--- config.mk ---
export PLATFORM = sky130hd
export DESIGN_NAME = lsu_ctrl
export DESIGN_NICKNAME = d
export VERILOG_FILES = /design/src/rtl/lsu_pkg.sv /design/src/rtl/lsu_ctrl_load_align.sv /design/src/rtl/lsu_ctrl.sv
export SDC_FILE = /design/constraint.sdc
export NUM_CORES = 1
export LEC_CHECK = 0
export BUFFER_PORTS_ARGS = -buffer_cell sky130_fd_sc_hd__buf_2
export CAP_MARGIN = 40
export CORE_MARGIN = 3
export CORE_UTILIZATION = 47
export CTS_CLUSTER_DIAMETER = 50
export DETAILED_ROUTE_END_ITERATION = 8
export PLACE_DENSITY = 0.82
export SYNTH_ARGS = -nofsm -noshare
export SYNTH_HDL_FRONTEND = slang
export SYNTH_SLANG_ARGS = --single-unit
--- constraint.sdc ---
create_clock -name clk -period 2.51 [get_ports clk]
set_clock_uncertainty 0.2 [all_clocks]
set_input_delay 0.502 -clock clk [delete_from_list [all_inputs] [get_ports clk]]
set_output_delay 0.502 -clock clk [all_outputs]
set_load 0.01 [all_outputs]
--- src/rtl/lsu_pkg.sv ---
// lsu_pkg: shared funct3 codes, SRAM write-enable codes, FSM states and helpers for the LSU
package lsu_pkg;

   localparam logic [2:0] F3_B  = 3'b000;
   localparam logic [2:0] F3_H  = 3'b001;
   localparam logic [2:0] F3_W  = 3'b010;
   localparam logic [2:0] F3_BU = 3'b100;
   localparam logic [2:0] F3_HU = 3'b101;

   localparam logic [3:0] WEN_READ = 4'b0000;
   localparam logic [3:0] WEN_BYTE = 4'b0001;
   localparam logic [3:0] WEN_HALF = 4'b0011;
   localparam logic [3:0] WEN_WORD = 4'b1111;

   typedef enum logic [1:0] {IDLE, ACCESS, LOAD_WAIT, RESP} state_t;

   // Only legal store funct3 values (0..2) ever reach this, so the low two bits suffice
   function automatic logic [3:0] store_wen(input logic [2:0] funct3);
      return funct3[1:0] == 2'b00 ? WEN_BYTE : funct3[1:0] == 2'b01 ? WEN_HALF : WEN_WORD;
   endfunction

endpackage

--- src/rtl/lsu_ctrl_load_align.sv ---
// load_align: request legality check and load-data byte/half select with sign/zero extension
//   chk_we, chk_funct3, chk_addr : incoming request fields to classify
//   chk_illegal                  : 1 = bad funct3 or disallowed misalignment
//   funct3, raw                  : registered load funct3 and raw SRAM word
//   data                         : extended 32-bit load result
module load_align
   import lsu_pkg::*;
#(
   parameter bit ALLOW_MISALIGNED = 1'b1
) (
   input  logic        chk_we,
   input  logic [2:0]  chk_funct3,
   input  logic [1:0]  chk_addr,
   output logic        chk_illegal,
   input  logic [2:0]  funct3,
   input  logic [31:0] raw,
   output logic [31:0] data
);

   function automatic logic illegal(input logic we, input logic [2:0] f3, input logic [1:0] a);
      logic bad_f3, misaligned;
      bad_f3     = we ? (f3 > F3_W) : (f3 == 3'b011 || f3[2:1] == 2'b11);
      misaligned = (f3[1:0] == 2'b01 && a[0]) || (f3[1:0] == 2'b10 && a != 2'b00);
      return bad_f3 || (!ALLOW_MISALIGNED && misaligned);
   endfunction

   // The SRAM returns the word starting at the request byte address, so the
   // addressed byte/half is always in the low lanes: no shifting needed here.
   always_comb begin
      chk_illegal = illegal(chk_we, chk_funct3, chk_addr);
      data = funct3 == F3_B  ? {{24{raw[7]}}, raw[7:0]}   :
             funct3 == F3_H  ? {{16{raw[15]}}, raw[15:0]} :
             funct3 == F3_BU ? {24'h0, raw[7:0]}          :
             funct3 == F3_HU ? {16'h0, raw[15:0]}         : raw;
   end

endmodule

--- src/rtl/lsu_ctrl.sv ---
// lsu_ctrl: single-outstanding RV32I load/store controller in front of a byte-addressed SRAM
//   clk, rst_n                       : clock, async active-low reset
//   req_valid/ready/we/funct3/addr/wdata : request handshake from execute
//   rsp_valid, rsp_rdata, rsp_err    : one-cycle completion pulse with extended load data / error
//   mem_w_en, mem_addr, mem_wdata    : SRAM control (0000 = read), byte address, write data
//   mem_rdata                        : registered SRAM read word
module lsu_ctrl
   import lsu_pkg::*;
#(
   parameter int ADDR_W           = 16,
   parameter bit ALLOW_MISALIGNED = 1'b1
) (
   input  logic              clk,
   input  logic              rst_n,
   input  logic              req_valid,
   output logic              req_ready,
   input  logic              req_we,
   input  logic [2:0]        req_funct3,
   input  logic [31:0]       req_addr,
   input  logic [31:0]       req_wdata,
   output logic              rsp_valid,
   output logic [31:0]       rsp_rdata,
   output logic              rsp_err,
   output logic [3:0]        mem_w_en,
   output logic [ADDR_W-1:0] mem_addr,
   output logic [31:0]       mem_wdata,
   input  logic [31:0]       mem_rdata
);

   state_t      state;
   logic        we_q;
   logic [2:0]  funct3_q;
   logic        illegal;
   logic [31:0] load_data;
   logic        unused_addr_hi;

   assign unused_addr_hi = ^req_addr[31:ADDR_W];

   load_align #(.ALLOW_MISALIGNED(ALLOW_MISALIGNED)) u_align (
      .chk_we      (req_we),
      .chk_funct3  (req_funct3),
      .chk_addr    (req_addr[1:0]),
      .chk_illegal (illegal),
      .funct3      (funct3_q),
      .raw         (mem_rdata),
      .data        (load_data)
   );

   // mem_w_en is a register cleared by the async reset, so an abort during
   // ACCESS drops the write strobe immediately.
   always_ff @(posedge clk or negedge rst_n) begin
      if (!rst_n) begin
         state     <= IDLE;
         we_q      <= 1'b0;
         funct3_q  <= 3'b000;
         req_ready <= 1'b1;
         rsp_valid <= 1'b0;
         rsp_rdata <= 32'h0;
         rsp_err   <= 1'b0;
         mem_w_en  <= WEN_READ;
         mem_addr  <= '0;
         mem_wdata <= 32'h0;
      end else begin
         case (state)
            IDLE: if (req_valid && req_ready) begin
               we_q      <= req_we;
               funct3_q  <= req_funct3;
               mem_addr  <= req_addr[ADDR_W-1:0];
               mem_wdata <= req_wdata;
               req_ready <= 1'b0;
               if (illegal) begin
                  state     <= RESP;
                  rsp_valid <= 1'b1;
                  rsp_err   <= 1'b1;
                  rsp_rdata <= 32'h0;
               end else begin
                  state    <= ACCESS;
                  mem_w_en <= req_we ? store_wen(req_funct3) : WEN_READ;
               end
            end
            ACCESS: begin
               mem_w_en <= WEN_READ;
               if (we_q) begin
                  state     <= RESP;
                  rsp_valid <= 1'b1;
                  rsp_err   <= 1'b0;
                  rsp_rdata <= 32'h0;
               end else begin
                  state <= LOAD_WAIT;
               end
            end
            LOAD_WAIT: begin
               state     <= RESP;
               rsp_valid <= 1'b1;
               rsp_err   <= 1'b0;
               rsp_rdata <= load_data;
            end
            RESP: begin
               state     <= IDLE;
               rsp_valid <= 1'b0;
               req_ready <= 1'b1;
            end
            default: state <= IDLE;
         endcase
      end
   end

endmodule

==> impl_results.md, run 1 <==
* RSZ-0062 raised after global routing: false
* Arrival time at the worst endpoint at around 2.4 ns
* Maximum number of pins on one net before global-route repair at 50
* Min cycle time layout at 2.34 ns
* Relative slew slack at between 50% and 60%
* Via count of the first global-routing pass at 3262
* Number of violations of the max-capacitance limit at 0
* Root buffer selected by CTS: clkbuf_8
* Max Fanout on Critical Path at 32
* Row count at 33
* Global-route wire length before repair at approximately 15000 µm
* Highest Clock Rate at 428 MHz
* Max stage delay on crit path at 0.41 ns
* Final setup violation count at 0
* Syn Nets at 429
* Number of primary I/O pins at 190
* Largest family of logic cells by synthesized area: multiplexers
* Dominant synthesized flop cell: dfrtp_1
* Data required time of the worst path at about 2.5 ns
* Endpoint of the most critical register-to-register path: rsp_rdata[19]
* Min-delay worst type: input pin to flip-flop
* Cell area after placement at 5130 µm²
* Total core area at 8380 µm²
* Drt drc at 0
* Clk slew on worst S/H paths at 0.09 ns
* Cell family contributing the most delay on the critical path: compound AO/OA/AOI/OAI gates
* Antenna-violating nets left at 0
* Global route total overflow at 0
* CP cell instances: inv_1, ha_1, a21boi_0, a2111oi_4, buf_12, mux2_2
* Combined flip-flop and latch cell area at between 2000 and 2500 µm²
* Multi-input gate area in the final layout at 1670 µm²
* Area added between synthesis and finish at 28.4%
* Htree depth at 3
* Number of flops mapped to enable cells by yosys at 0
* Antenna violations before repair at 0
* R2r startpoint: state[1]
* Commonest non-fill, non-tap cell in the layout: buf_2
* Clock latency at the later pin of the worst-skew pair at 0.34 ns
* Setup TNS at 0 ns
* Worst Hold Path EP: mem_wdata[20]
* Power, Total at around 2.5 mW
* Crit start category: flip-flop
* Post-synthesis sequential area ratio at 55.7%
* Detailed placement HPWL at slightly below 7000 µm
* Share of synthesized cell area in full adder, half adder and majority cells at 1.51%
* Max-slew violation total from the final report at 0
* Post-synthesis mux area share at 24.6%
* Total power density per cell area at 465 nW/µm²
* Number of buffers and inverters on the critical path at 2
* Final Hold Violating Endpoints at 0
* Worst supply voltage drop on vdd at 355 µV
* Setup bufs post-CTS at 0
* Drt total wl at approximately 9000 µm
* Leak at 2.94 nW
* Number of CTS-inserted buffers at 9
* Minimum setup slack among reg-to-reg paths at 0.17 ns
* Filler cells at 703
* Setup slack of the critical path after layout at 0.172 ns
* First drt pass iteration count at 4
* Top cells by area in the synthesized netlist: dfrtp_1 55%, mux2_2 14%, mux2_4 8.0%, nand2_1 3.7%, a21oi_1 2.5%
* # resized after CTS at 0
* Synth area leader: dfrtp_1
* Height of the chip at 99.8 µm
* Number of sinks on the clock net at 92
* Hold Path Origin: req_wdata[20]
* Total routing resource utilization after global routing at 19.0%
* Mean number of vias per cell at 5.07
* RePlAce Congestion at a little over 0.8
* Die X-Extent at 99.8 µm
* Area share of the leading cell type in the synthesized netlist at 55.1%
* Post-synth design cell area at 4130 µm²
* Number of port buffers at 173
* Mean post-synth cell area at around 13 µm²
* Routed length per placed instance at 15.2 µm
* CTS tree: built
* Kind of end point of the critical path: flip-flop
* DIE AREA at 9960 µm²
* Number of synthesized register bits at between 90 and 100
* Leading cell types in the layout, fill and taps excluded: 172 x buf_2, 91 x dfrtp_1, 53 x mux2_2
* Status: finished clean
* WHS at 0.189 ns
* Design Area, Final at 5310 µm²
* Xor and xnor fraction of the mapped netlist area at 0.212%
* Reg2reg path depth at 6
* Initial standard-cell utilization of the core at 49.3%
* Number of library cell types mapped by synthesis at 35
* Final nets at 604
* Dpl ws at 0.174 ns
* Ys async rst share at 100%
* Period utilisation layout at between 90 and 100%
* DRT iter0 DRCs at 60
* Simple-gate share of the synthesized area at 5.54%
* Via count of the routed design at 3065
* Slowest cell on the critical path: dfrtp_1
* Post-Synthesis Cells at approximately 320
* Antenna fix cells at 0
* Fraction of final layout cells sized beyond drive strength 1 at approximately 55%
* Maximum clock path buffer count at 2
* Tightest Pin Transition at 0.660 ns
* Warnings, synthesis at 0
* Post-synthesis compound-gate area fraction at 8.47%
* Number of cells on the worst hold path at 2
* Category of the most critical setup path: flip-flop to flip-flop
repair_timing:
item | 4_1_cts | 5_1_grt
setup endpoints to repair | 0 | 0
hold endpoints to repair | 43 | 0
hold buffers | 1 | 0
routing by layer:
metal	part of all wire [%]	global-route usage (%)	wire length [µm]	vias to the layer above
met5	0	0	0	-
met4	0.74	4.10	68	0
met3	9.9	7.30	915	6
met2	48	31.7	4410	123
met1	41	23.6	3820	1487
li1	-	-	-	1449
through the flow:
step           utilization (%)  std cells
2_1_floorplan                -        321
3_3_place_gp              61.2        589
3_5_place_dp              61.2        589
4_1_cts                   63.3        605
5_1_grt                   63.3        605
6_report                  63.3        605
cells in the mapped netlist (2+ instances only):
library cell	number
buf_2	4
buf_1	3
buf_6	3
ha_1	5
nand2_1	41
inv_1	15
mux2i_1	9
buf_4	3
a21oi_1	21
clkbuf_1	5
mux2_4	22
nor3_1	3
nand3_1	2
o21ai_0	5
nor2b_1	2
nor2_1	5
dfrtp_1	91
a21boi_0	10
mux2_2	53
o211ai_1	4
state kept, by name, indices dropped and copies added, names as in the netlist:
register / count
we_q: 1
rsp_valid: 1
rsp_err: 1
mem_wdata: 32
req_ready: 1
mem_addr: 16
funct3_q: 3
rsp_rdata: 32
mem_w_en: 3
state: 2
kinds of logic (layout without fill, tap and decap cells):
logic type               count (synthesis)  count (layout)
flip-flops                              92              92
multiplexers                            84              84
AND/OR/NAND/NOR                         56              56
AO/OA/AOI/OAI                           50              50
buffers and inverters                   33             212
adder cells (fa/ha/maj)                  5               5
XOR/XNOR                                 1               1
cell type report:
class / count / share of cell area (%)
Tap cell: 105 / 2.48
Clock inverter: 4 / 0.495
Clock buffer: 11 / 2.66
Multi-Input combinational cell: 196 / 31.5
Timing Repair Buffer: 182 / 18.4
Sequential cell: 92 / 43.4
Inverter: 15 / 1.06
worst reg2reg max path, cell delays in order (launching register included):
cell and delay (ns):
dfrtp_1 0.41, inv_1 0.11, ha_1 0.26, a21boi_0 0.21, a2111oi_4 0.39, buf_12 0.29, mux2_2 0.38
report_power, final:
group          switching (mW)  leakage (nW)  internal, mW  total (mW)
combinational          0.0620          1.58        0.0571       0.119
clock                   0.489        0.0852         0.381       0.870
sequential                  0          1.28          1.48        1.48
total                   0.551          2.94          1.92        2.47
worst max-delay path by stage:
stage | start | slack, ns | cells past startpoint | end
floorplan | state[0] | 0.31 | 6 | rsp_rdata[10]
global placement | state[0] | 0.21 | 6 | rsp_rdata[20]
detailed placement | state[1] | 0.17 | 6 | rsp_rdata[20]
CTS | state[1] | 0.16 | 6 | rsp_rdata[19]
global route | state[1] | 0.03 | 6 | rsp_rdata[19]
finish | state[1] | 0.17 | 6 | rsp_rdata[19]
No activity file was read; power rests on OpenSTA's default activity.
==> inputs of run 2 (changes only) <==
--- a/config.mk
+++ b/config.mk
@@ -7,11 +7,13 @@
 export LEC_CHECK = 0
 export BUFFER_PORTS_ARGS = -buffer_cell sky130_fd_sc_hd__buf_2
 export CAP_MARGIN = 40
+export CORE_ASPECT_RATIO = 0.6
 export CORE_MARGIN = 3
 export CORE_UTILIZATION = 47
 export CTS_CLUSTER_DIAMETER = 50
 export DETAILED_ROUTE_END_ITERATION = 8
 export PLACE_DENSITY = 0.82
+export SLEW_MARGIN = 25
 export SYNTH_ARGS = -nofsm -noshare
 export SYNTH_HDL_FRONTEND = slang
 export SYNTH_SLANG_ARGS = --single-unit
==> run 2 against run 1 <==
Against the previous run:
- wire length is 0.11% higher
- core utilization is 3.2 points higher
- via count is 0.85% lower
- die area is 0.37% higher
- power is 20% higher
- clock power is 57% higher
- worst hold slack better by 0.0082 ns
- sequential share of layout area is 1.1 points lower
- non-clock buffer count is 1 lower
- critical path depth stayed put
- largest power group unchanged
- highest routed layer unchanged
==> impl_results.md, run 2 (synthesis gave the netlist of run 1 again) <==
* Status: finished clean (unchanged)
* Clock latency at the later pin of the worst-skew pair at 0.33 ns (was 0.34 ns)
* Routed length per placed instance at 15.2 µm (about the same)
* Area added between synthesis and finish at 31.8% (was 28.4%)
* Cell family contributing the most delay on the critical path: compound AO/OA/AOI/OAI gates (unchanged)
* First drt pass iteration count at 4 (unchanged)
* Setup bufs post-CTS at 0 (unchanged)
* Fraction of met2 tracks used by global routing at 30.0% (was 31.7%)
* Gr busiest metal: met2 (unchanged)
* Arrival time at the worst endpoint at 2.38 ns (was 2.37 ns)
* Worst supply voltage drop on vdd at 371 µV (was 355 µV)
* Top flop regs: mem_wdata (32), rsp_rdata (32), mem_addr (16) (unchanged)
* R2r startpoint: state[0] (was state[1])
* Total power density per cell area at 546 nW/µm² (was 465 nW/µm²)
* Root buffer selected by CTS: clkbuf_16 (was clkbuf_8)
* Reg2reg path depth at 6 (unchanged)
* Maximum clock path buffer count at 2 (unchanged)
* Global route total overflow at 0 (unchanged)
* Worst Hold Path EP: mem_wdata[7] (was mem_wdata[20])
* Data required time of the worst path at 2.53 ns (was 2.54 ns)
* Leading cell types in the layout, fill and taps excluded: 172 x buf_2, 91 x dfrtp_1, 53 x mux2_2 (unchanged)
* DRT iter0 DRCs at 137 (was 60)
* WHS at 0.197 ns (was 0.189 ns)
* Slowest cell on the critical path: a2111oi_4 (was dfrtp_1)
* Kind of end point of the critical path: flip-flop (unchanged)
* Clk slew on worst S/H paths at 0.06 ns (was 0.09 ns)
* Number of port buffers at 173 (unchanged)
* Mean number of vias per cell at 5.00 (was 5.07)
* Final nets at 603 (was 604)
* Met3 Usage GRT at 7.27% (was 7.30%)
* Htree depth at 3 (unchanged)
* Via count of the first global-routing pass at 3108 (was 3262)
* RSZ-0062 raised after global routing: false (unchanged)
* Endpoint of the most critical register-to-register path: rsp_rdata[19] (unchanged)
* Final setup violation count at 0 (unchanged)
* Cell area after placement at 5130 µm² (about the same)
* Design Area, Final at 5450 µm² (was 5310 µm²)
* Commonest non-fill, non-tap cell in the layout: buf_2 (unchanged)
* Maximum number of pins on one net before global-route repair at 50 (unchanged)
* Category of the most critical setup path: flip-flop to flip-flop (unchanged)
* CTS tree: built (unchanged)
* Highest Clock Rate at 424 MHz (was 428 MHz)
* Minimum setup slack among reg-to-reg paths at 0.15 ns (was 0.17 ns)
* Antenna violations before repair at 0 (unchanged)
* Via count of the routed design at 3039 (was 3065)
* Tightest Pin Transition at 0.735 ns (was 0.660 ns)
* Relative slew slack at 51.0% (was 56.0%)
* Final Hold Violating Endpoints at 0 (unchanged)
* Number of violations of the max-capacitance limit at 0 (unchanged)
* Antenna-violating nets left at 0 (unchanged)
* Number of primary I/O pins at 190 (unchanged)
* Detailed placement HPWL at 6900 µm (was 6950 µm)
* Min cycle time layout at 2.36 ns (was 2.34 ns)
* RePlAce Congestion at 0.772 (was 0.816)
* Total core area at 8200 µm² (was 8380 µm²)
* Die X-Extent at 127 µm (was 99.8 µm)
* Row count at 25 (was 33)
* CP cell instances: inv_1, ha_1, a21boi_0, a2111oi_4, buf_12, mux2_2 (unchanged)
* Hold Path Origin: req_wdata[7] (was req_wdata[20])
* Initial standard-cell utilization of the core at 50.4% (was 49.3%)
* Max-slew violation total from the final report at 0 (unchanged)
* Global-route wire length before repair at 15400 µm (was 15200 µm)
* Global routing usage on met1 at 25.1% (was 23.6%)
* DIE AREA at 9990 µm² (was 9960 µm²)
* Antenna fix cells at 0 (unchanged)
* Drt drc at 0 (unchanged)
* Number of CTS-inserted buffers at 9 (unchanged)
* Period utilisation layout at 94.1% (was 93.1%)
* Max stage delay on crit path at 0.38 ns (was 0.41 ns)
* Min-delay worst type: input pin to flip-flop (unchanged)
* Leak at 3.00 nW (was 2.94 nW)
* Setup TNS at 0 ns (unchanged)
* Number of sinks on the clock net at 92 (unchanged)
* Fraction of final layout cells sized beyond drive strength 1 at 55.4% (was 55.2%)
* Total routing resource utilization after global routing at 19.0% (about the same)
* Drt total wl at 9220 µm (was 9210 µm)
* Crit start category: flip-flop (unchanged)
* Height of the chip at 78.6 µm (was 99.8 µm)
* Max Fanout on Critical Path at 32 (unchanged)
* Number of buffers and inverters on the critical path at 2 (unchanged)
* Number of cells on the worst hold path at 2 (unchanged)
run 2: worst reg2reg max path: cells and delay by family (launching register included):
kind | cells | cell delay, ns
AOI/OAI and AO/OA | 2 | 0.60
buffers and inverters | 2 | 0.39
muxes | 1 | 0.38
DFF | 1 | 0.37
adders and majority gates | 1 | 0.29
run 2: report_power, final:
group	total (mW)	switching, mW	internal (mW)
combinational	0.120	0.0619	0.0582
clock	1.37	0.544	0.827
sequential	1.48	0	1.48
total	2.97	0.606	2.37
run 2: repair_timing:
item	in CTS	in global routing
hold buffers	1	0
resized for setup	0	0
hold endpoints to repair	15	0
run 2: per-stage QoR:
| stage | worst slack, ns | cells | utilization [%] | power, mW |
|---|---|---|---|---|
| after detailed placement | 0.168 | 591 | 62.5 | 1.63 |
| after global placement | 0.200 | 591 | 62.5 | 1.63 |
| after global routing | 0.0535 | 608 | 66.5 | 3.10 |
| after CTS | 0.152 | 608 | 66.5 | 3.02 |
| final | 0.149 | 608 | 66.5 | 2.97 |
| after floorplan | 0.308 | 321 | - | 1.53 |
run 2: per-layer routing:
layer / vias up / part of all wire (%)
met5: - / 0
met4: 0 / 0.84
li1: 1450 / -
met1: 1452 / 44
met2: 130 / 45
met3: 7 / 9.6
run 2: layout make-up:
cell class                      instances  area, µm²
Fill cell                             621       2750
Sequential cell                        92       2300
Clock inverter                          5       60.1
Tap cell                              108        135
Clock buffer                           11        253
Multi-Input combinational cell        196       1670
Timing Repair Buffer                  181        968
Inverter                               15       56.3
run 2: worst max-delay path by stage:
stage | startpoint | to | slack (ns) | depth (start not counted)
2_1_floorplan | state[0] | rsp_rdata[10] | 0.31 | 6
5_1_grt | state[0] | rsp_rdata[19] | 0.05 | 6
3_5_place_dp | state[0] | rsp_rdata[20] | 0.17 | 6
4_1_cts | state[0] | rsp_rdata[19] | 0.15 | 6
6_report | state[0] | rsp_rdata[19] | 0.15 | 6
3_3_place_gp | state[0] | rsp_rdata[19] | 0.20 | 6
==> inputs of run 3 (changes only) <==
--- a/config.mk
+++ b/config.mk
@@ -12,8 +12,8 @@
 export CORE_UTILIZATION = 47
 export CTS_CLUSTER_DIAMETER = 50
 export DETAILED_ROUTE_END_ITERATION = 8
-export PLACE_DENSITY = 0.82
-export SLEW_MARGIN = 25
+export PLACE_DENSITY_LB_ADDON = 0.2
+export SLEW_MARGIN = 20
 export SYNTH_ARGS = -nofsm -noshare
 export SYNTH_HDL_FRONTEND = slang
 export SYNTH_SLANG_ARGS = --single-unit
==> run 3 against run 2 <==
Against the previous run:
- cell area rose by 0.32%
- sequential power barely moved
- clock power fell by 4%
- non-clock buffer count rose by 4
- power fell by 1.5%
- final cell count rose by 0.49%
- maximum frequency rose by 0.99%
- sequential share of layout area fell by 0.14 points
- wire length rose by 5.4%
- critical path type unchanged
- critical endpoint is now rsp_rdata[20]
- largest cell class unchanged
==> impl_results.md, run 3 (synthesis gave the netlist of run 1 again) <==
* Initial standard-cell utilization of the core at 50.4% (unchanged)
* Worst supply voltage drop on vdd at 319 µV (was 371 µV)
* Max stage delay on crit path at 0.41 ns (was 0.38 ns)
* Minimum setup slack among reg-to-reg paths at 0.17 ns (was 0.15 ns)
* Number of primary I/O pins at 190 (unchanged)
* Via count of the first global-routing pass at 3112 (was 3108)
* Row count at 25 (unchanged)
* Antenna fix cells at 0 (unchanged)
* Setup slack of the critical path after layout at 0.172 ns (was 0.149 ns)
* Area added between synthesis and finish at 32.2% (was 31.8%)
* Die X-Extent at 127 µm (unchanged)
* Min cycle time layout at 2.34 ns (was 2.36 ns)
* Relative slew slack at 55.3% (was 51.0%)
* Global route total overflow at 0 (unchanged)
* Root buffer selected by CTS: clkbuf_16 (unchanged)
* Setup bufs post-CTS at 0 (unchanged)
* Htree depth at 3 (unchanged)
* Height of the chip at 78.6 µm (unchanged)
* Commonest non-fill, non-tap cell in the layout: buf_2 (unchanged)
* Dpl ws at 0.174 ns (was 0.168 ns)
* Leak at 3.01 nW (was 3.00 nW)
* CP cell instances: inv_1, ha_1, buf_4, a2111oi_4, clkbuf_16, mux2_2 (was inv_1, ha_1, a21boi_0, a2111oi_4, buf_12, mux2_2)
* Number of violations of the max-capacitance limit at 0 (unchanged)
* First drt pass iteration count at 4 (unchanged)
* Status: finished clean (unchanged)
* Max Fanout on Critical Path at 16 (was 32)
* Final Hold Violating Endpoints at 0 (unchanged)
* Number of CTS-inserted buffers at 9 (unchanged)
* Maximum number of pins on one net before global-route repair at 33 (was 50)
* Total routing resource utilization after global routing at 20.1% (was 19.0%)
* Critical path launch point: state[1] (was state[0])
* DIE AREA at 9990 µm² (unchanged)
* Final nets at 607 (was 603)
* Slowest cell on the critical path: a2111oi_4 (unchanged)
* Final core utilization at 66.7% (was 66.5%)
* Final setup violation count at 0 (unchanged)
* Routed length per placed instance at 15.9 µm (was 15.2 µm)
* Drt total wl at 9720 µm (was 9220 µm)
* Total power density per cell area at 536 nW/µm² (was 546 nW/µm²)
* Fraction of final layout cells sized beyond drive strength 1 at 55.7% (was 55.4%)
* Antenna-violating nets left at 0 (unchanged)
* Internal power of the cells at 2.31 mW (was 2.37 mW)
* Highest Clock Rate at 428 MHz (was 424 MHz)
* Data required time of the worst path at 2.53 ns (about the same)
* R2r startpoint: state[1] (was state[0])
* Drt drc at 0 (unchanged)
* CTS tree: built (unchanged)
* RSZ-0062 raised after global routing: false (unchanged)
* Detailed placement HPWL at 7060 µm (was 6900 µm)
* Clk slew on worst S/H paths at 0.06 ns (about the same)
* Clock network power share at 45.2% (was 46.1%)
* Tightest Pin Transition at 0.671 ns (was 0.735 ns)
* Sw Pwr at 623 µW (was 606 µW)
* Switching power as a share of total power at 21.3% (was 20.4%)
* DRT iter0 DRCs at 111 (was 137)
* Top flop regs: mem_wdata (32), rsp_rdata (32), mem_addr (16) (unchanged)
* Maximum clock path buffer count at 2 (unchanged)
* Crit start category: flip-flop (unchanged)
* Arrival time at the worst endpoint at 2.36 ns (was 2.38 ns)
* Hold Path Origin: req_addr[4] (was req_wdata[7])
* Number of sinks on the clock net at 92 (unchanged)
* Antenna violations before repair at 0 (unchanged)
* Global-route wire length before repair at 16000 µm (was 15400 µm)
* Kind of end point of the critical path: flip-flop (unchanged)
* Max-slew violation total from the final report at 0 (unchanged)
* Combinational group share of total power at 4.1% (was 4.0%)
* Period utilisation layout at 93.1% (was 94.1%)
* Total core area at 8200 µm² (unchanged)
* Min-delay worst type: input pin to flip-flop (unchanged)
* Sequential power share at 50.6% (was 49.9%)
* Leading cell types in the layout, fill and taps excluded: 172 x buf_2, 91 x dfrtp_1, 53 x mux2_2 (unchanged)
* Clock latency at the later pin of the worst-skew pair at 0.33 ns (about the same)
* Number of port buffers at 173 (unchanged)
* Mean number of vias per cell at 4.92 (was 5.00)
* Setup TNS at 0 ns (unchanged)
* Category of the most critical setup path: flip-flop to flip-flop (unchanged)
* Via count of the routed design at 3004 (was 3039)
* RePlAce Congestion at 0.777 (was 0.772)
run 3: metrics by stage:
step | cells | area, µm² | power, mW | hold slack (ns)
2_1_floorplan | 321 | 4130 | 1.53 | 0.00641
3_3_place_gp | 594 | 5150 | 1.63 | 0.278
3_5_place_dp | 594 | 5150 | 1.63 | 0.281
4_1_cts | 610 | 5450 | 2.96 | 0.183
5_1_grt | 611 | 5470 | 3.06 | 0.181
6_report | 611 | 5470 | 2.93 | 0.194
run 3: power by group through the flow:
stage                     clock network (mW)  logic [mW]  registers (mW)
after detailed placement                   0       0.122            1.51
after global placement                     0       0.120            1.51
after global routing                    1.44       0.139            1.48
after floorplan                            0      0.0150            1.51
after CTS                               1.36       0.124            1.48
final                                   1.32       0.121            1.48
run 3: what timing repair did:
item,4_1_cts,5_1_grt
hold buffers,1,0
gates resized for setup,0,1
endpoints found under the hold margin,29,0
setup endpoints to repair,0,2
run 3: area by class of cell:
type,instances,area [µm²]
repair buffers,185,1010
clock buffers,9,225
clock inverters,6,66.3
flip-flops and latches,92,2300
well taps,108,135
multi-input cells,196,1670
inverters,15,56.3
fillers,635,2730
run 3: per-layer routing:
metal | up-vias | global-route usage, % | wire length, µm
met5 | - | 0 | 0
met4 | 0 | 4.50 | 86
met3 | 9 | 7.55 | 905
met2 | 133 | 31.0 | 4350
met1 | 1399 | 27.4 | 4380
li1 | 1463 | - | -
run 3: final timing paths:
| kind | to | depth (start not counted) |
|---|---|---|
| worst max-delay path | rsp_rdata[20] | 6 |
| worst min-delay path | mem_addr[4] | 2 |
| worst max register to register | rsp_rdata[20] | 6 |
| worst min register to register | mem_addr[11] | 1 |
| max in group asynchronous | req_ready | 3 |
| min in group asynchronous | rsp_rdata[14] | 2 |
run 3: worst max-delay path, delay by kind of cell (launching register included):
family	cells	cell delay [ns]
mux	1	0.34
flops	1	0.40
compound gates	1	0.41
fa+ha+maj	1	0.27
buf+inv	3	0.61
